--- src/rtl/universal_shift_reg.sv ---
// Universal shift register: parallel load plus multi-cycle SHL/SHR/SAR/ROL shifts.
// Define USR_ROTATE_EN to enable mode 11 (ROL); otherwise a ROL start is ignored.
module universal_shift_reg #(
  parameter int unsigned WIDTH = 8,
  parameter int unsigned CNT_W = $clog2(WIDTH) + 1
) (
  input  logic             clk,
  input  logic             reset_n,
  input  logic [WIDTH-1:0] d,
  input  logic             load,
  input  logic             start,
  input  logic [1:0]       mode,
  input  logic [CNT_W-1:0] shamt,
  input  logic             serial_in,
  output logic [WIDTH-1:0] q,
  output logic             busy,
  output logic             done,
  output logic             serial_out
);

  typedef enum logic {
    IDLE,
    SHIFT
  } state_t;

  typedef enum logic [1:0] {
    M_SHL = 2'b00,
    M_SHR = 2'b01,
    M_SAR = 2'b10,
    M_ROL = 2'b11
  } mode_t;

  state_t           state;
  state_t           state_next;
  mode_t            mode_r;
  logic [CNT_W-1:0] cnt;
  logic [CNT_W-1:0] shamt_clamped;
  logic             mode_legal;
  logic             accept_start;
  logic [WIDTH-1:0] q_shift;
  logic             so_shift;

  always_comb begin
`ifdef USR_ROTATE_EN
    mode_legal = 1'b1;
`else
    mode_legal = (mode != 2'b11);
`endif
  end

  // A start is only honoured in IDLE (state check is applied by the users of this term).
  always_comb begin
    accept_start  = start && !load && mode_legal;
    shamt_clamped = (shamt > CNT_W'(WIDTH)) ? CNT_W'(WIDTH) : shamt;
  end

  // State register
  always_ff @(posedge clk) begin
    if (!reset_n) begin
      state <= IDLE;
    end else begin
      state <= state_next;
    end
  end

  // Next-state logic
  always_comb begin
    state_next = state;
    case (state)
      IDLE: begin
        if (accept_start && (shamt_clamped != '0)) begin
          state_next = SHIFT;
        end
      end
      SHIFT: begin
        if (cnt == CNT_W'(1)) begin
          state_next = IDLE;
        end
      end
      default: state_next = IDLE;
    endcase
  end

  // Output logic
  always_comb begin
    busy = (state == SHIFT);
  end

  // Single-bit shift of the current contents using the latched mode
  always_comb begin
    q_shift  = q;
    so_shift = serial_out;
    case (mode_r)
      M_SHL: begin
        q_shift  = {q[WIDTH-2:0], serial_in};
        so_shift = q[WIDTH-1];
      end
      M_SHR: begin
        q_shift  = {serial_in, q[WIDTH-1:1]};
        so_shift = q[0];
      end
      M_SAR: begin
        q_shift  = {q[WIDTH-1], q[WIDTH-1:1]};
        so_shift = q[0];
      end
`ifdef USR_ROTATE_EN
      M_ROL: begin
        q_shift  = {q[WIDTH-2:0], q[WIDTH-1]};
        so_shift = q[WIDTH-1];
      end
`endif
      default: begin
        q_shift  = q;
        so_shift = serial_out;
      end
    endcase
  end

  // Datapath: contents, serial output, count, latched mode and done pulse
  always_ff @(posedge clk) begin
    if (!reset_n) begin
      q          <= '0;
      serial_out <= 1'b0;
      done       <= 1'b0;
      cnt        <= '0;
      mode_r     <= M_SHL;
    end else begin
      done <= 1'b0;
      case (state)
        IDLE: begin
          if (load) begin
            q <= d;
          end else if (accept_start) begin
            mode_r <= mode_t'(mode);
            cnt    <= shamt_clamped;
            // Zero-length operation completes immediately without entering SHIFT
            if (shamt_clamped == '0) begin
              done <= 1'b1;
            end
          end
        end
        SHIFT: begin
          q          <= q_shift;
          serial_out <= so_shift;
          cnt        <= cnt - CNT_W'(1);
          if (cnt == CNT_W'(1)) begin
            done <= 1'b1;
          end
        end
        default: ;
      endcase
    end
  end

endmodule
--- config.mk ---
export PLATFORM = sky130hd
export DESIGN_NAME = universal_shift_reg
export DESIGN_NICKNAME = d
export VERILOG_FILES = /design/src/rtl/universal_shift_reg.sv
export SDC_FILE = /design/constraint.sdc
export NUM_CORES = 1
export LEC_CHECK = 0
export ABC_AREA = 0
export BUFFER_PORTS_ARGS = -buffer_cell sky130_fd_sc_hd__buf_2
export CAP_MARGIN = 25
export CORE_MARGIN = 2
export CORE_UTILIZATION = 35
export CTS_BUF_LIST = sky130_fd_sc_hd__clkbuf_16
export DETAILED_ROUTE_END_ITERATION = 16
export GPL_TIMING_DRIVEN = 0
export PLACE_DENSITY_LB_ADDON = 0.08
export RECOVER_POWER = 50
export SKIP_LAST_GASP = 1
export SYNTH_ARGS = -nofsm -noshare
export SYNTH_HDL_FRONTEND = slang
export SYNTH_SLANG_ARGS = --single-unit
--- constraint.sdc ---
create_clock -name clk -period 2.2 [get_ports clk]
set_clock_uncertainty 0.2 [all_clocks]
set_input_delay 0.22 -clock clk [delete_from_list [all_inputs] [get_ports clk]]
set_output_delay 0.22 -clock clk [all_outputs]
set_load 0.01 [all_outputs]
# After elaboration in Yosys (flattened, before gate mapping)
# Index checks and enable logic that the tools add are counted.
dict set report totals {
  reg_bits 17
  input_bits 19
  output_inout_bits 11
  elab_cells 51
}
dict set report op_classes {
  n_addsub 1
  n_lt_le_gt_ge 1
  n_eq_ne 10
  muxes 16
  bitwise_logic 2
  reduce_logical 14
}
# cell count
set ops {}
lappend ops {{8-bit one-hot mux with 3 select lines} 1}
lappend ops {{8-bit one-hot mux with 2 select lines} 1}
lappend ops {{4-bit two-way mux} 3}
lappend ops {{2-bit inequality test, second input constant} 5}
lappend ops {{8-bit two-way mux} 1}
lappend ops {{4-bit one-hot mux with 2 select lines} 1}
lappend ops {{1-bit two-way mux} 6}
lappend ops {{1-bit one-hot mux with 2 select lines} 3}
lappend ops {{2-bit AND reduction} 3}
lappend ops {{3-bit AND reduction} 2}
lappend ops {{4-bit by 1-bit == test with 1-bit output, second input constant} 1}
lappend ops {{4-bit greater-than comparator, second input constant} 1}
lappend ops {{4-bit logical NOT} 1}
lappend ops {{4-bit by 1-bit inequality test with 1-bit output, second input constant} 1}
lappend ops {{4-bit nonzero test} 1}
lappend ops {{4-bit by 1-bit subtractor with 4-bit output, second input constant} 1}
lappend ops {{1-bit logical AND} 3}
lappend ops {{3-bit by 1-bit inequality test with 1-bit output, second input constant} 1}
lappend ops {{2-bit by 1-bit == test with 1-bit output, second input constant} 1}
lappend ops {{2-bit == test, second input constant} 1}
lappend ops {{2-bit logical NOT} 1}
lappend ops {{1-bit NOT} 2}
lappend ops {{2-bit nonzero test} 1}
lappend ops {{2-bit OR reduction} 1}
lappend ops {{1-bit logical NOT} 1}

# Logic depth before layout (Yosys ltp)
# Gate-level depths: netlist of the first run.
dict set report depth {
  depth_word 7
  mapped_depth 7
  mapped_depth_nobuf 6
}

# Worst setup path after synthesis of the first run
# No wires, ideal clock.
dict set report synth_timing {
  path_type {reg2reg}
  from {register mode_r[1]}
  to {register q[1]}
  setup_ps 76
  t_arrival_ps 1354
  required_time_ps 1924
  slack_ps 571
  path_stages_with_launch 8
  n_path_buf 1
  synth_period_minus_slack_ps 1629
  cell_sequence {dfxtp_1 inv_1 ha_1 buf_2 nor3_2 a21o_1 nand2_1 a21boi_0}
}
dict set report synth_via {
  elab_chain_cells 3
  word_cells_on_any_way 7
  classes_between {3 x eq/ne; 2 x mux; 2 x reduce/logical}
}
# item line
set synth_rtl {}
lappend synth_rtl {{start, declared} 35} ;# mode_t mode_r;
lappend synth_rtl {{start signal, assigned} 134} ;# mode_r <= mode_t'(mode);
lappend synth_rtl {{2-bit == test (tied with other cells)} 93} ;# case (mode_r)
lappend synth_rtl {{8-bit one-hot mux with 3 select lines / 4-bit by 1-bit inequality test with 1-bit output (equally long branches)} --}
lappend synth_rtl {{8-bit one-hot mux with 2 select lines / 2-bit AND reduction (equally long branches)} --}
lappend synth_rtl {{end signal, assigned} 143} ;# q <= q_shift;
lappend synth_rtl {{end, declared} 15} ;# output logic [WIDTH-1:0] q,
# Parallel ways exist; a longest one is shown, timed or not.
# A chain may end at the register's enable or synchronous reset.

# Worst setup path in the final report of the first run
dict set report layout_timing {
  from {register mode_r[0]}
  to {register q[3]}
}
# Same word-level chain as after synthesis.

==> results of run 1 <==
-- state kept, by name, indices dropped and copies added, names as in the netlist --
| name | flops |
|---|---|
| q | 8 |
| cnt | 4 |
| mode_r | 2 |
| busy | 1 |
| done | 1 |
| serial_out | 1 |
-- stage by stage --
step / total power, µW / utilization [%]
2_1_floorplan: 474 / -
6_report: 894 / 44.6
4_1_cts: 912 / 45.2
5_1_grt: 949 / 44.6
3_3_place_gp: 539 / 42.5
3_5_place_dp: 541 / 42.5
-- metal layers --
| metal | share of wire, % | global-route usage, % |
|---|---|---|
| met1 | 50 | 23.6 |
| met2 | 43 | 26.7 |
| met3 | 5.0 | 4.11 |
| met4 | 1.6 | 6.67 |
| met5 | 0 | 0 |
-- logic make-up (layout without fill, tap and decap cells) --
group           count (synthesis)  count (layout)  synth area share (%)
simple gates                   53              53                  28.1
compound gates                 38              38                  25.8
flops                          17              17                  31.2
buf+inv                        13              46                  5.27
fa+ha+maj                       6               6                  6.88
mux                             3               3                  2.75
-- final cells by class --
type                       count  area [µm²]
buffer                         8        36.3
multi-input combinational    100         693
sequential                    17         340
timing repair buffer          29         131
fill                         319        1660
inverter                       5        18.8
tap                           33        41.3
clock buffer                   3        75.1
clock inverter                 1        3.75
-- worst max-delay path, delay by kind of cell (launching register included) --
kind	cells	cell delay, ps
flops	1	380
simple gates	2	310
buf+inv	2	250
fa+ha+maj	1	190
compound gates	2	460
-- power by group through the flow --
stage / clock, µW / sequential (µW) / combinational, µW
after CTS: 376 / 357 / 179
after global routing: 392 / 361 / 196
after floorplan: 0 / 365 / 109
after global placement: 0 / 363 / 177
after detailed placement: 0 / 363 / 177
final: 365 / 357 / 172
-- final timing paths --
check         endpoint
max               q[3]
min reg2reg     cnt[3]
min          mode_r[1]
max reg2reg       q[3]
-- cell usage after synthesis, drive strengths merged --
cell type	n	area, µm²
nand3	10	50.1
a31oi	1	6.26
mux2i	3	30.0
o22ai	1	6.26
nor4	1	6.26
ha	6	75.1
o211ai	14	105
o21ai	3	15.0
buf	7	35.0
and3b	1	8.76
nor3b	3	27.5
o2111ai	1	8.76
nand2	12	45.0
and2	2	12.5
nor2	5	21.3
o221a	1	11.3
inv	5	18.8
clkbuf	1	3.75
o211a	2	20.0
o311ai	1	8.76
dfxtp	17	340
nand2b	9	56.3
a21oi	4	23.8
nand4b	1	8.76
nor2b	5	36.3
o31a	1	8.76
nor4b	1	8.76
nor3	1	10.0
or4	1	7.51
a21boi	8	60.1
or2b	1	7.51
a21o	1	7.51
==> results.yml, run 1 <==
status:
  status: "completed"
sta:
  worst_pin_slew_ps: 447
  rsz0062_at_grt: "no"
  setup_violations: 0
  timing.fmax_ghz: 0.535
  slew_violations: 0
  post-route-min-period_ps: 1870
  min_period_over_period_pct: 84.9
  hold_viol_final: 0
  finalSetupTns_ps: 0
  worst_slack_ps: 332
  whs_ps: 43.4
  slew_headroom_pct: 70.2
route:
  postRouteAntennaNets: 0
  drtIter0Drc: 35
  vias_per_cell: 5.32
  vias: 1042
  detail_route.wl_per_cell_um: 13.7
  wirelength_um: 2680
  route.detailed.drc: 0
  drtPass1Iterations: 4
clock_tree:
  cts_sinks: 17
  cts_buffers: 3
  path_clk_slew_ps: 50
  cts_tree: "yes"
  h-tree-depth: 1
  cts_setup_buffers: 0
  postCtsResizedCells: 0
  cts-root-buf: "clkbuf_16"
  clkLatencyLatePin_ps: 250
  cts_max_path_buffers: 2
  cts_hold_buf: 0
die:
  die_y_um: 59.8
  io-pin-count: 30
  die_x_um: 59.8
  initial_core_util_pct: 36.3
  dieArea_um2: 3580
  fp.coreArea_um2: 3000
  row_count: 20
min_path:
  hold_depth: 3
  hp-class: "input port to flop"
  min-delay-start: "mode[1]"
cells_and_area:
  fin_cells: 196
  drive_gt1_share_pct: 20.2
  final_common_cell: "buf_2"
  mostFrequentLayoutCells: "23 x buf_2, 17 x dfxtp_1, 14 x clkbuf_1, 14 x o211ai_1, 12 x nand2_1"
  area_delta_synth_final_pct: 22.8
  antennaDiodeCount: 0
  final_cell_area_um2: 1340
  nets: 189
global_routing:
  overflow: 0
  grt_antenna_before_repair: 0
  first_global_vias: 1002
  track_usage_pct: 17.5
  grt_pass1_wl_um: 4590
  grt_max_degree: 11
setup_path:
  crit_slowest_cell: "dfxtp_1"
  worst_setup_path_start_kind: "flop"
  cp.required_ps: 2180
  timing.rr.start: "mode_r[0]"
  critical_path.max_fanout: 9
  cp.arrival_ps: 1840
  ff2ff_path_depth: 7
  cp-end-kind: "flop"
  crit_type: "flop to flop"
  rrSetupSlack_ps: 330
  crit_chain: "inv_1 -> ha_1 -> buf_2 -> nor3_2 -> a21o_1 -> nand2_1 -> a21boi_0"
  slowest_delay_ps: 380
  cp-startpoint: "mode_r[0]"
placed_design:
  dpl_cell_area_um2: 1280
  place.gp.congestion: 0.800
  post-place-ws_ps: 331
  io_buffers: 29
  placed_cells: 192
  hpwl_um: 1970
logic_synthesis:
  ys_types: 37
  syn_nets: 155
  ys_seq_area_share_pct: 31.2
  ys_ff_latch: 17
  synth_area_um2: 1090
  ys_warn_count: 0
  syn-mean-instance-area_um2: 8.39
  synth_cells: 130
power:
  power.internal_uw: 650
  clkPwrFrac_pct: 40.8
  p_per_area_nw_per_um2: 667
  leakage_uw: 0.000528
  power_switching_uw: 244
  combinationalPowerShare_pct: 19.2
  seq_power_share_pct: 40.0
  switching_share_pct: 27.3
  ir_worst_vdd_v: 0.000290
run:
  maxCapViolCount: 0
Power figures use the tool's default switching activity.
==> run 2: changes to the inputs <==
Settings changed: ABC_AREA 0 to 1.
Clock period 2.2 ns to 1.8 ns, I/O delays scaled along.
==> run 2 against run 1 <==
Sequential cell count did not move. Register-to-register slack got worse by 130 ps. Combinational power is 61% higher. Worst setup slack got worse by 130 ps. Die area increased by 4.8%. Global-route usage shrank 0.34 points. Synthesized area rose by 5.2%. Wire length up 6.4%. Highest routed layer unchanged. Core utilization is 2.5 points higher.
==> results.yml, run 2 <==
sta:
  whs_ps: 59.0
  slew_headroom_pct: 72.5
  min_period_over_period_pct: 89.1
  hold_viol_final: 0
  setup_violations: 0
  post-route-min-period_ps: 1600
  timing.fmax_ghz: 0.624
  worst_pin_slew_ps: 410
  rsz0062_at_grt: "no"
  slew_violations: 0
route:
  drtPass1Iterations: 4
  detail_route.wl_per_cell_um: 10.6
  vias: 1208
  wirelength_um: 2850
  postRouteAntennaNets: 0
  drtIter0Drc: 30
  route.detailed.drc: 0
  vias_per_cell: 4.49
power:
  leakage_uw: 0.000773
  ir_worst_vdd_v: 0.000350
  power_uw: 1170
  p_per_area_nw_per_um2: 807
clock_tree:
  cts_max_path_buffers: 2
  cts_sinks: 17
  h-tree-depth: 1
  cts-root-buf: "clkbuf_16"
  path_clk_slew_ps: 50
  cts_buffers: 3
  cts_setup_buffers: 0
  cts_tree: "yes"
  clkLatencyLatePin_ps: 250
logic_synthesis:
  synth_most_common_cell: "nand2_1"
  yosys.area.top_type: "dfxtp_1"
  synth_cells: 189
  synth-async-reset-ratio_pct: 0
  synth_area_leaders: "dfxtp_1 30%, nand2_1 20%, nor2_1 10%, inv_1 6.9%, ha_1 6.5%"
  yosys-top-cells-count: "60 x nand2_1, 31 x nor2_1, 21 x inv_1"
  ys_types: 22
  synth_area_um2: 1150
  ys_ff_latch: 17
  synth_edf_count: 0
  syn-mean-instance-area_um2: 6.07
  synth_top_cell_area_share_pct: 29.7
  ys_seq_area_share_pct: 29.7
  syn_nets: 214
  ys_warn_count: 0
  ys.flop_type: "dfxtp_1"
cells_and_area:
  fillCellCount: 343
  top_register: "q"
  final_cell_area_um2: 1450
  drive_gt1_share_pct: 18.2
  largest_reg_flops: 8
  nets: 251
  fin_util_pct: 47.2
  antennaDiodeCount: 0
  final_common_cell: "nand2_1"
  mostFrequentLayoutCells: "60 x nand2_1, 32 x nor2_1, 22 x inv_1, 19 x buf_2, 15 x dfxtp_1"
  largestRegisters: "q x8, cnt x4, mode_r x2"
  area_delta_synth_final_pct: 26.5
  fin_cells: 269
global_routing:
  grt_pass1_wl_um: 4710
  first_global_vias: 1088
  grt_max_degree: 11
  grt_antenna_before_repair: 0
  overflow: 0
  track_usage_pct: 17.1
die:
  die_x_um: 61.3
  io-pin-count: 30
  initial_core_util_pct: 37.3
  dieArea_um2: 3750
  fp.coreArea_um2: 3080
  die_y_um: 61.3
  row_count: 20
setup_path:
  worst_setup_path_start_kind: "input port"
  cp.arrival_ps: 1540
  cp.required_ps: 1740
  crit_slowest_cell: "dlygate4sd3_1"
  crit_type: "input port to flop"
  cp-end-kind: "flop"
  cp_top_family: "buffers and inverters"
  critical_path.max_fanout: 6
  critPathMostFrequentCell: "nor2_1"
  slowest_delay_ps: 530
  crit_buf_inv: 3
  crit_chain: "dlygate4sd3_1 -> clkbuf_1 -> nand2_1 -> nand2_1 -> nor2_1 -> inv_1 -> nor2_1 -> nor2_1"
placed_design:
  placed_cells: 262
  hpwl_um: 2170
  dpl_cell_area_um2: 1350
  place.gp.congestion: 0.748
  io_buffers: 29
run:
  maxCapViolCount: 0
min_path:
  hp-class: "input port to flop"
status:
  status: "completed"
[run 2: changes by cell type after synthesis, sizes merged, moves of 5 or more]
| cell | previous run | this run |
|---|---|---|
| nand2 | 12 | 63 |
| nor2 | 5 | 32 |
| inv | 5 | 22 |
| o211ai | 14 | 0 |
| a21oi | 4 | 13 |
| nand2b | 9 | 0 |
| a21boi | 8 | 0 |
| or2 | 0 | 8 |
| nor2b | 5 | 0 |
[run 2: tightest hold or removal path, stage by stage]
cell     delay [ps]
buf_2            90
a31oi_1          80
a21oi_1         120
[run 2: final cells by class]
cell class	count	area (µm²)	area share, %
clock inverters	1	3.75	0.259
multi-input cells	144	682	47.0
inverters	23	88.8	6.12
repair buffers	32	160	11.0
clock buffers	3	75.1	5.17
well taps	44	55.1	3.79
plain buffers	5	43.8	3.02
flip-flops and latches	17	343	23.6
[run 2: repair_timing]
action / CTS / global route
gates cloned: 0 / 0
hold buffers: 3 / 0
setup endpoints to repair: 9 / 9
resized for setup: 1 / 5
endpoints found under the hold margin: 3 / 0
[run 2: layer usage]
| metal | GRT usage [%] | up-vias | wire, µm |
|---|---|---|---|
| met3 | 3.15 | 5 | 125 |
| met2 | 28.6 | 23 | 1310 |
| met5 | 0 | - | 0 |
| met4 | 7.45 | 0 | 46 |
| met1 | 21.5 | 526 | 1360 |
| li1 | - | 654 | - |
[run 2: report_power, final]
group	switching [µW]	internal [µW]	leakage (µW)	total (µW)
logic	163	114	0.000589	277
registers	35.8	412	0.000141	448
clock network	150	295	0.0000423	446
total	349	821	0.000773	1170
[run 2: metrics by stage]
| stage | setup WS, ps | TNS (ps) |
|---|---|---|
| 2_1_floorplan | 138 | 0 |
| 3_3_place_gp | -51.8 | -286 |
| 3_5_place_dp | -84.3 | -588 |
| 4_1_cts | 22.3 | 0 |
| 5_1_grt | 7.49 | 0 |
| 6_report | 197 | 0 |
[run 2: kinds of logic after synthesis]
logic type      count (synthesis)  synth area share, %
simple gates                  115                 42.2
fa+ha+maj                       6                 6.54
flops                          17                 29.7
buf+inv                        28                 11.0
compound gates                 23                 10.6
[run 2: worst paths after layout]
| path | startpoint | endpoint | slack, ps | cells past startpoint |
|---|---|---|---|---|
| min | shamt[1] | cnt[1] | 60 | 3 |
| max | mode[0] | mode_r[0] | 200 | 8 |
| min reg2reg | serial_out | serial_out | 300 | 2 |
| max reg2reg | mode_r[0] | q[7] | 200 | 10 |
